## src/rtl/mdu_iter.sv

```systemverilog
// mdu_iter: iterative RV32M multiply/divide unit for the execute stage.
// The multiplier is shift-add and the divider is restoring. Both process one
// bit per cycle on operand magnitudes, and the sign is corrected when the
// result is captured. While an operation is in flight the unit requests a
// pipeline stall, and it can be aborted by flush.
// Optional feature macro: MDU_DIV_EN. When defined, the divider and ops
// 100-111 are built. When undefined, those ops complete in one cycle with
// result 0 and an illegal pulse.
module mdu_iter #(
   parameter int XLEN  = 32,
   parameter int CNT_W = $clog2(XLEN) + 1
) (
   input  logic            clk,
   input  logic            rst,
   input  logic            start,
   input  logic [2:0]      op,
   input  logic [XLEN-1:0] a,
   input  logic [XLEN-1:0] b,
   input  logic [4:0]      rd_in,
   input  logic            flush,
   output logic            stall,
   output logic            busy,
   output logic            done,
   output logic [XLEN-1:0] result,
   output logic [4:0]      rd_out,
   output logic            illegal
);

   localparam int PW = 2 * XLEN;

   localparam logic [2:0] OP_MUL    = 3'b000;
   localparam logic [2:0] OP_MULH   = 3'b001;
   localparam logic [2:0] OP_MULHSU = 3'b010;
   localparam logic [2:0] OP_MULHU  = 3'b011;
   localparam logic [2:0] OP_DIV    = 3'b100;
   localparam logic [2:0] OP_DIVU   = 3'b101;
   localparam logic [2:0] OP_REM    = 3'b110;
   localparam logic [2:0] OP_REMU   = 3'b111;

   typedef enum logic [1:0] {
      IDLE = 2'd0,
      CALC = 2'd1,
      DONE = 2'd2
   } stateE;

   // Two's-complement magnitude of v when neg is set.
   function automatic logic [XLEN-1:0] absVal(input logic [XLEN-1:0] v, input logic neg);
      if (neg) begin
         return ~v + XLEN'(1);
      end else begin
         return v;
      end
   endfunction

   stateE            stateR;
   stateE            stateNextS;
   logic             acceptS;
   logic             illegalOpS;
   logic             signAS;
   logic             signBS;
   logic             negS;

   logic [2:0]       opR;
   logic [4:0]       rdR;
   logic [XLEN-1:0]  bMagR;
   logic [XLEN-1:0]  accHiR;
   logic [XLEN-1:0]  accLoR;
   logic [CNT_W-1:0] cntR;
   logic             negR;
   logic             doneR;
   logic             illegalR;
   logic [XLEN-1:0]  resultR;
   logic [4:0]       rdOutR;

   logic [XLEN:0]    mulSumS;
   logic [XLEN-1:0]  hiNextS;
   logic [XLEN-1:0]  loNextS;
   logic [PW-1:0]    prodS;
   logic [PW-1:0]    prodSgnS;
   logic [XLEN-1:0]  finalS;

`ifdef MDU_DIV_EN
   localparam logic [XLEN-1:0] MOST_NEG = {1'b1, {(XLEN-1){1'b0}}};
   localparam logic [XLEN-1:0] ALL_ONES = {XLEN{1'b1}};

   logic [XLEN-1:0]  aR;
   logic             divZeroR;
   logic             ovflR;
   logic             divZeroS;
   logic             ovflS;
   logic [XLEN:0]    divShiftS;
   logic [XLEN:0]    divDiffS;
   logic [XLEN-1:0]  quoS;
   logic [XLEN-1:0]  remS;

   assign illegalOpS = 1'b0;
   assign divZeroS   = (b == {XLEN{1'b0}});
   assign ovflS      = ((op == OP_DIV) || (op == OP_REM)) && (a == MOST_NEG) && (b == ALL_ONES);
`else
   assign illegalOpS = op[2];
`endif

   // Reset outranks start, and flush outranks start, when deciding acceptance.
   assign acceptS = (stateR == IDLE) && start && !flush && !rst;

   // Operand signedness and result-negate flag for the incoming op.
   always_comb begin
      signAS = 1'b0;
      signBS = 1'b0;
      negS   = 1'b0;
      case (op)
         OP_MULH, OP_DIV, OP_REM: begin
            signAS = a[XLEN-1];
            signBS = b[XLEN-1];
         end
         OP_MULHSU: signAS = a[XLEN-1];
         default: begin
            signAS = 1'b0;
            signBS = 1'b0;
         end
      endcase
      case (op)
         OP_MULH, OP_DIV:   negS = signAS ^ signBS;
         OP_MULHSU, OP_REM: negS = signAS;
         default:           negS = 1'b0;
      endcase
   end

   // State register.
   always_ff @(posedge clk) begin
      if (rst) begin
         stateR <= IDLE;
      end else begin
         stateR <= stateNextS;
      end
   end

   // Next-state logic. Flush aborts from any state.
   always_comb begin
      stateNextS = stateR;
      case (stateR)
         IDLE: begin
            if (acceptS) begin
               stateNextS = illegalOpS ? DONE : CALC;
            end else begin
               stateNextS = IDLE;
            end
         end
         CALC: begin
            if (flush) begin
               stateNextS = IDLE;
            end else if (cntR == CNT_W'(1)) begin
               stateNextS = DONE;
            end else begin
               stateNextS = CALC;
            end
         end
         DONE:    stateNextS = IDLE;
         default: stateNextS = IDLE;
      endcase
   end

   // FSM outputs. Stall is raised in the start cycle so the pipeline freezes immediately.
   always_comb begin
      stall = 1'b0;
      busy  = 1'b0;
      case (stateR)
         IDLE: begin
            stall = acceptS;
            busy  = 1'b0;
         end
         CALC: begin
            stall = 1'b1;
            busy  = 1'b1;
         end
         DONE: begin
            stall = 1'b0;
            busy  = 1'b1;
         end
         default: begin
            stall = 1'b0;
            busy  = 1'b0;
         end
      endcase
   end

   // One iteration: a shift-add multiply step, or a restoring divide step.
   always_comb begin
      mulSumS = {1'b0, accHiR} + (accLoR[0] ? {1'b0, bMagR} : {(XLEN+1){1'b0}});
      hiNextS = mulSumS[XLEN:1];
      loNextS = {mulSumS[0], accLoR[XLEN-1:1]};
`ifdef MDU_DIV_EN
      divShiftS = {accHiR, accLoR[XLEN-1]};
      divDiffS  = divShiftS - {1'b0, bMagR};
      if (opR[2]) begin
         if (!divDiffS[XLEN]) begin
            hiNextS = divDiffS[XLEN-1:0];
            loNextS = {accLoR[XLEN-2:0], 1'b1};
         end else begin
            hiNextS = divShiftS[XLEN-1:0];
            loNextS = {accLoR[XLEN-2:0], 1'b0};
         end
      end else begin
         hiNextS = mulSumS[XLEN:1];
         loNextS = {mulSumS[0], accLoR[XLEN-1:1]};
      end
`endif
   end

   // Sign correction and special-case selection for the value captured into DONE.
   always_comb begin
      prodS    = {hiNextS, loNextS};
      prodSgnS = negR ? (~prodS + PW'(1)) : prodS;
`ifdef MDU_DIV_EN
      quoS     = negR ? (~loNextS + XLEN'(1)) : loNextS;
      remS     = negR ? (~hiNextS + XLEN'(1)) : hiNextS;
`endif
      finalS   = {XLEN{1'b0}};
      case (opR)
         OP_MUL: finalS = prodSgnS[XLEN-1:0];
         OP_MULH, OP_MULHSU, OP_MULHU: finalS = prodSgnS[PW-1:XLEN];
`ifdef MDU_DIV_EN
         OP_DIV, OP_DIVU: begin
            if (divZeroR) begin
               finalS = ALL_ONES;
            end else if (ovflR) begin
               finalS = aR;
            end else begin
               finalS = quoS;
            end
         end
         OP_REM, OP_REMU: begin
            if (divZeroR) begin
               finalS = aR;
            end else if (ovflR) begin
               finalS = {XLEN{1'b0}};
            end else begin
               finalS = remS;
            end
         end
`endif
         default: finalS = {XLEN{1'b0}};
      endcase
   end

   // Operand capture, iteration registers and registered result/flags.
   always_ff @(posedge clk) begin
      if (rst) begin
         opR      <= 3'b000;
         rdR      <= 5'd0;
         bMagR    <= {XLEN{1'b0}};
         accHiR   <= {XLEN{1'b0}};
         accLoR   <= {XLEN{1'b0}};
         cntR     <= {CNT_W{1'b0}};
         negR     <= 1'b0;
         doneR    <= 1'b0;
         illegalR <= 1'b0;
         resultR  <= {XLEN{1'b0}};
         rdOutR   <= 5'd0;
`ifdef MDU_DIV_EN
         aR       <= {XLEN{1'b0}};
         divZeroR <= 1'b0;
         ovflR    <= 1'b0;
`endif
      end else begin
         doneR    <= 1'b0;
         illegalR <= 1'b0;
         case (stateR)
            IDLE: begin
               if (acceptS) begin
                  opR    <= op;
                  rdR    <= rd_in;
                  accHiR <= {XLEN{1'b0}};
                  accLoR <= absVal(a, signAS);
                  bMagR  <= absVal(b, signBS);
                  negR   <= negS;
                  cntR   <= CNT_W'(XLEN);
`ifdef MDU_DIV_EN
                  aR       <= a;
                  divZeroR <= divZeroS;
                  ovflR    <= ovflS;
`endif
                  if (illegalOpS) begin
                     cntR     <= {CNT_W{1'b0}};
                     doneR    <= 1'b1;
                     illegalR <= 1'b1;
                     resultR  <= {XLEN{1'b0}};
                     rdOutR   <= rd_in;
                  end
               end
            end
            CALC: begin
               if (flush) begin
                  cntR <= {CNT_W{1'b0}};
               end else begin
                  accHiR <= hiNextS;
                  accLoR <= loNextS;
                  cntR   <= cntR - CNT_W'(1);
                  if (cntR == CNT_W'(1)) begin
                     resultR <= finalS;
                     rdOutR  <= rdR;
                     doneR   <= 1'b1;
                  end
               end
            end
            default: begin
               cntR <= cntR;
            end
         endcase
      end
   end

   assign done    = doneR;
   assign illegal = illegalR;
   assign result  = resultR;
   assign rd_out  = rdOutR;

endmodule

```

## config.mk

```make
export PLATFORM = sky130hd
export DESIGN_NAME = mdu_iter
export DESIGN_NICKNAME = d
export VERILOG_FILES = /design/src/rtl/mdu_iter.sv
export SDC_FILE = /design/constraint.sdc
export NUM_CORES = 1
export LEC_CHECK = 0
export ABC_CLOCK_PERIOD_IN_PS = 5100
export BUFFER_PORTS_ARGS = -buffer_cell sky130_fd_sc_hd__buf_2
export CORE_MARGIN = 10
export CORE_UTILIZATION = 51
export DETAILED_ROUTE_END_ITERATION = 8
export PLACE_DENSITY_LB_ADDON = 0.08
export SETUP_SLACK_MARGIN = 0.4
export SYNTH_ARGS = -nofsm -noshare
export SYNTH_HDL_FRONTEND = slang
export SYNTH_SLANG_ARGS = --single-unit
```

## constraint.sdc

```tcl
create_clock -name clk -period 5.1 [get_ports clk]
set_clock_uncertainty 0.05 [all_clocks]
set_input_delay 0.51 -clock clk [delete_from_list [all_inputs] [get_ports clk]]
set_output_delay 0.51 -clock clk [all_outputs]
set_load 0.03 [all_outputs]
```

==> metrics.csv <==
stage,metric,value,unit
clock_network,clock_path_buffers,2,
hold_path,holdCritPathClass,in -> reg,
logic_synthesis,seq_area_frac_synth,27.8,%
logic_synthesis,synth_xor_area_share,11.2,%
critical_path,cpPeakStageDelay,620,ps
sta,relSlewSlack,28.7,%
logic_synthesis,ys_ff_latch,151,
logic_synthesis,ys_async_sr_fraction,0,%
logic_synthesis,synthAdderAreaFrac,4.67,%
critical_path,worst_ep_required_time,5380,ps
floorplan,start_util,51.8,%
floorplan,core,0.0210,mm²
clock_network,clk_pin_slew,70,ps
critical_path,path_cells,buf_6 > and2_1 > ha_1 > and3_1 > a221oi_4 > or3_4 > nand4_2 > and3_1 > or4_4 > or4b_4 > o41ai_2 > xor2_1 > o22ai_1 > a32o_1,
route,via_per_inst,6.06,
cells_and_area,design_area,0.0123,mm²
logic_synthesis,synthFlopType,dfxtp_1,
cells_and_area,fillers,1998,
route,wl_per_cell,18.6,µm
grt,antenna_found_initial,0,
floorplan,num_io_pins,117,
sta,fmax,221,MHz
clock_network,h-tree-depth,4,
logic_synthesis,synth_cells,1467,
critical_path,crit_top_cell,and3_1,
route,vias,11017,
grt,grt_pass1_wl,53.4,mm
sta,slew_violations,0,
clock_network,root_buffer,clkbuf_16,
cells_and_area,multiInputGateArea,0.00752,mm²
logic_synthesis,synthSimpleGateAreaFrac,23.9,%
placed_design,hpwlAfterDp,25.3,mm
cells_and_area,register_area,0.00302,mm²
critical_path,cp_num_buf_inv,1,
pwr,leakage,0.00474,µW
cells_and_area,fin_nets,1645,
sta,rsz0062_at_grt,no,
floorplan,placementRows,53,
floorplan,die_y,166,µm
flow_run,cap_violations,0,
logic_synthesis,syn-cell-area,0.0109,mm²
hold_path,whs_path_depth,3,
logic_synthesis,synth_compound_area_share,27.5,%
cells_and_area,final_cell_mix,"nor2_1, nand2_1, dfxtp_1, a21oi_1, buf_2",
logic_synthesis,synth_edf_count,0,
sta,hold_viol_final,0,
sta,fin_crit,4530,ps
grt,grt_use_total,23.0,%
cells_and_area,drive_above_1_share,14.1,%
critical_path,slowest_stage,or4b_4,
route,drt-total-wl,33.9,mm
critical_path,path_max_fanout,17,
logic_synthesis,synth_fp_nets,1583,
grt,grt_max_degree,91,
grt,grt_pass1_vias,10105,
critical_path,reg2reg_depth,14,
placed_design,place_area,0.0116,mm²
pwr,peakVddDrop,175,µV
logic_synthesis,syn_area_per_cell,7.42,µm²
critical_path,crit_type,reg -> reg,
floorplan,die_area,0.0276,mm²
sta,finalSetupViolCount,0,
placed_design,gp_congestion,0.935,
clock_network,hold_buffers,0,
sta,min_period_over_period,88.8,%
grt,overflow,0,
cells_and_area,area_delta_synth_final,13.3,%
logic_synthesis,synth.mux.area_fraction,0.643,%
sta,setup_tns,0,ps
route,drc,0,
placed_design,port_buffers,116,
clock_network,cts_buffers,17,
status,run_status,"complete, no violations",
critical_path,worstSetupPathDepth,14,
critical_path,path_delay_family,simple AND/OR/NAND/NOR gates,
cells_and_area,antenna_cells,0,
pwr,powerDensity,248,mW/mm²
route,final_antenna_net_count,0,
logic_synthesis,yosysWarnings,0,
critical_path,endpoint_kind,flip-flop,
floorplan,fp.dieW,166,µm
route,first_iter_violations,1019,
route,first_pass_iters,5,
clock_network,insertion_delay,440,ps
clock_network,clkSinkCount,151,
logic_synthesis,ys_types,80,
cells_and_area,final_common_cell,nor2_1,
logic_synthesis,synth_top_family_by_area,compound AO/OA/AOI/OAI gates,
sta,worstMarginPinSlew,1070,ps
critical_path,arrival,4800,ps
clock_network,cts_tree,built,
critical_path,critPathLaunchType,flip-flop,
-- logic make-up after synthesis --
logic type      Yosys count
flops                   151
buf+inv                 123
compound gates          459
mux                       7
xor+xnor                139
fa+ha+maj                40
simple gates            548
-- final timing paths --
| path | slack [ps] | startpoint | endpoint |
|---|---|---|---|
| max | 570 | accLoR[0] | result[28] |
| min | 260 | rd_in[3] | rdR[3] |
| max reg2reg | 570 | accLoR[0] | result[28] |
| min reg2reg | 410 | rdR[4] | rdR[4] |
-- worst min-delay path, stage by stage --
cell and delay [ps]:
buf_2 100, nand2_1 50, a21oi_1 50
-- state kept, by name, summed over array words and instances (netlist names) --
signal	cells
accHiR	32
accLoR	32
bMagR	32
result	32
cntR	6
rdR	5
rd_out	5
opR	3
stateR	2
illegal	1
negR	1
-- power by group --
part	leakage, µW	switching, µW	internal [µW]
Combinational	0.00323	320	183
Clock	0.000290	574	729
Sequential	0.00122	40.0	1210
-- metal layers --
layer	routed length (µm)	vias to the layer above	GRT usage, %
met2	15300	313	35.5
met5	0	-	0
li1	-	5427	-
met4	472	0	5.66
met1	15800	5242	32.2
met3	2350	35	4.28
-- final cells by class --
| cell class | instances | share of cell area (%) |
|---|---|---|
| timing repair buffer | 136 | 5.97 |
| clock inverter | 12 | 1.07 |
| multi-input combinational | 1193 | 61.0 |
| clock buffer | 20 | 3.78 |
| tap | 275 | 2.79 |
| sequential | 151 | 24.5 |
| inverter | 30 | 0.913 |
-- metrics by stage --
stage                     setup slack (ps)  cells  total power (µW)  utilization [%]  hold WS [ps]
after floorplan                        817   1467              1600                -           382
after global placement                 625   1783              1760             55.3           393
after detailed placement               514   1783              1770             55.3           395
after CTS                              509   1815              3070             58.1           247
after global routing                   364   1817              3170             58.7           270
final                                  573   1817              3060             58.7           264
-- repair_timing --
item	4_1_cts	5_1_grt
setup buffers	0	2
setup endpoints to repair	0	13
gates resized for setup	0	20
-- synthesized netlist by cell type, types with 4 or more instances --
library cell | number | share of area, %
o31a_1 | 4 | 0.32
nand2_1 | 153 | 5.3
and3_1 | 9 | 0.52
buf_1 | 4 | 0.14
nor4_1 | 11 | 0.63
a32o_1 | 4 | 0.37
or3_1 | 15 | 0.86
o21ai_1 | 12 | 0.55
a31oi_1 | 13 | 0.75
clkbuf_1 | 82 | 2.8
mux2i_1 | 7 | 0.64
o41ai_1 | 16 | 1.3
nand3b_1 | 5 | 0.34
xor2_1 | 66 | 5.3
o211ai_1 | 13 | 0.90
nor3b_1 | 6 | 0.41
a211oi_1 | 10 | 0.69
inv_1 | 30 | 1.0
a22oi_1 | 48 | 3.3
dfxtp_1 | 151 | 28
nand2b_1 | 8 | 0.46
o22ai_1 | 24 | 1.4
nor2_1 | 178 | 6.1
or4_1 | 13 | 0.90
ha_1 | 39 | 4.5
nand3_1 | 37 | 1.7
nor2b_1 | 7 | 0.40
buf_2 | 5 | 0.23
o21ai_0 | 93 | 4.3
o21a_1 | 11 | 0.76
a21o_1 | 15 | 1.0
and2_1 | 41 | 2.4
or2_2 | 8 | 0.46
a222oi_1 | 7 | 0.64
nand4_1 | 11 | 0.63
nor3_1 | 32 | 1.5
xnor2_1 | 73 | 5.9
a21oi_1 | 128 | 5.9
o31ai_1 | 20 | 1.4
(Power assumes the default switching activity.)
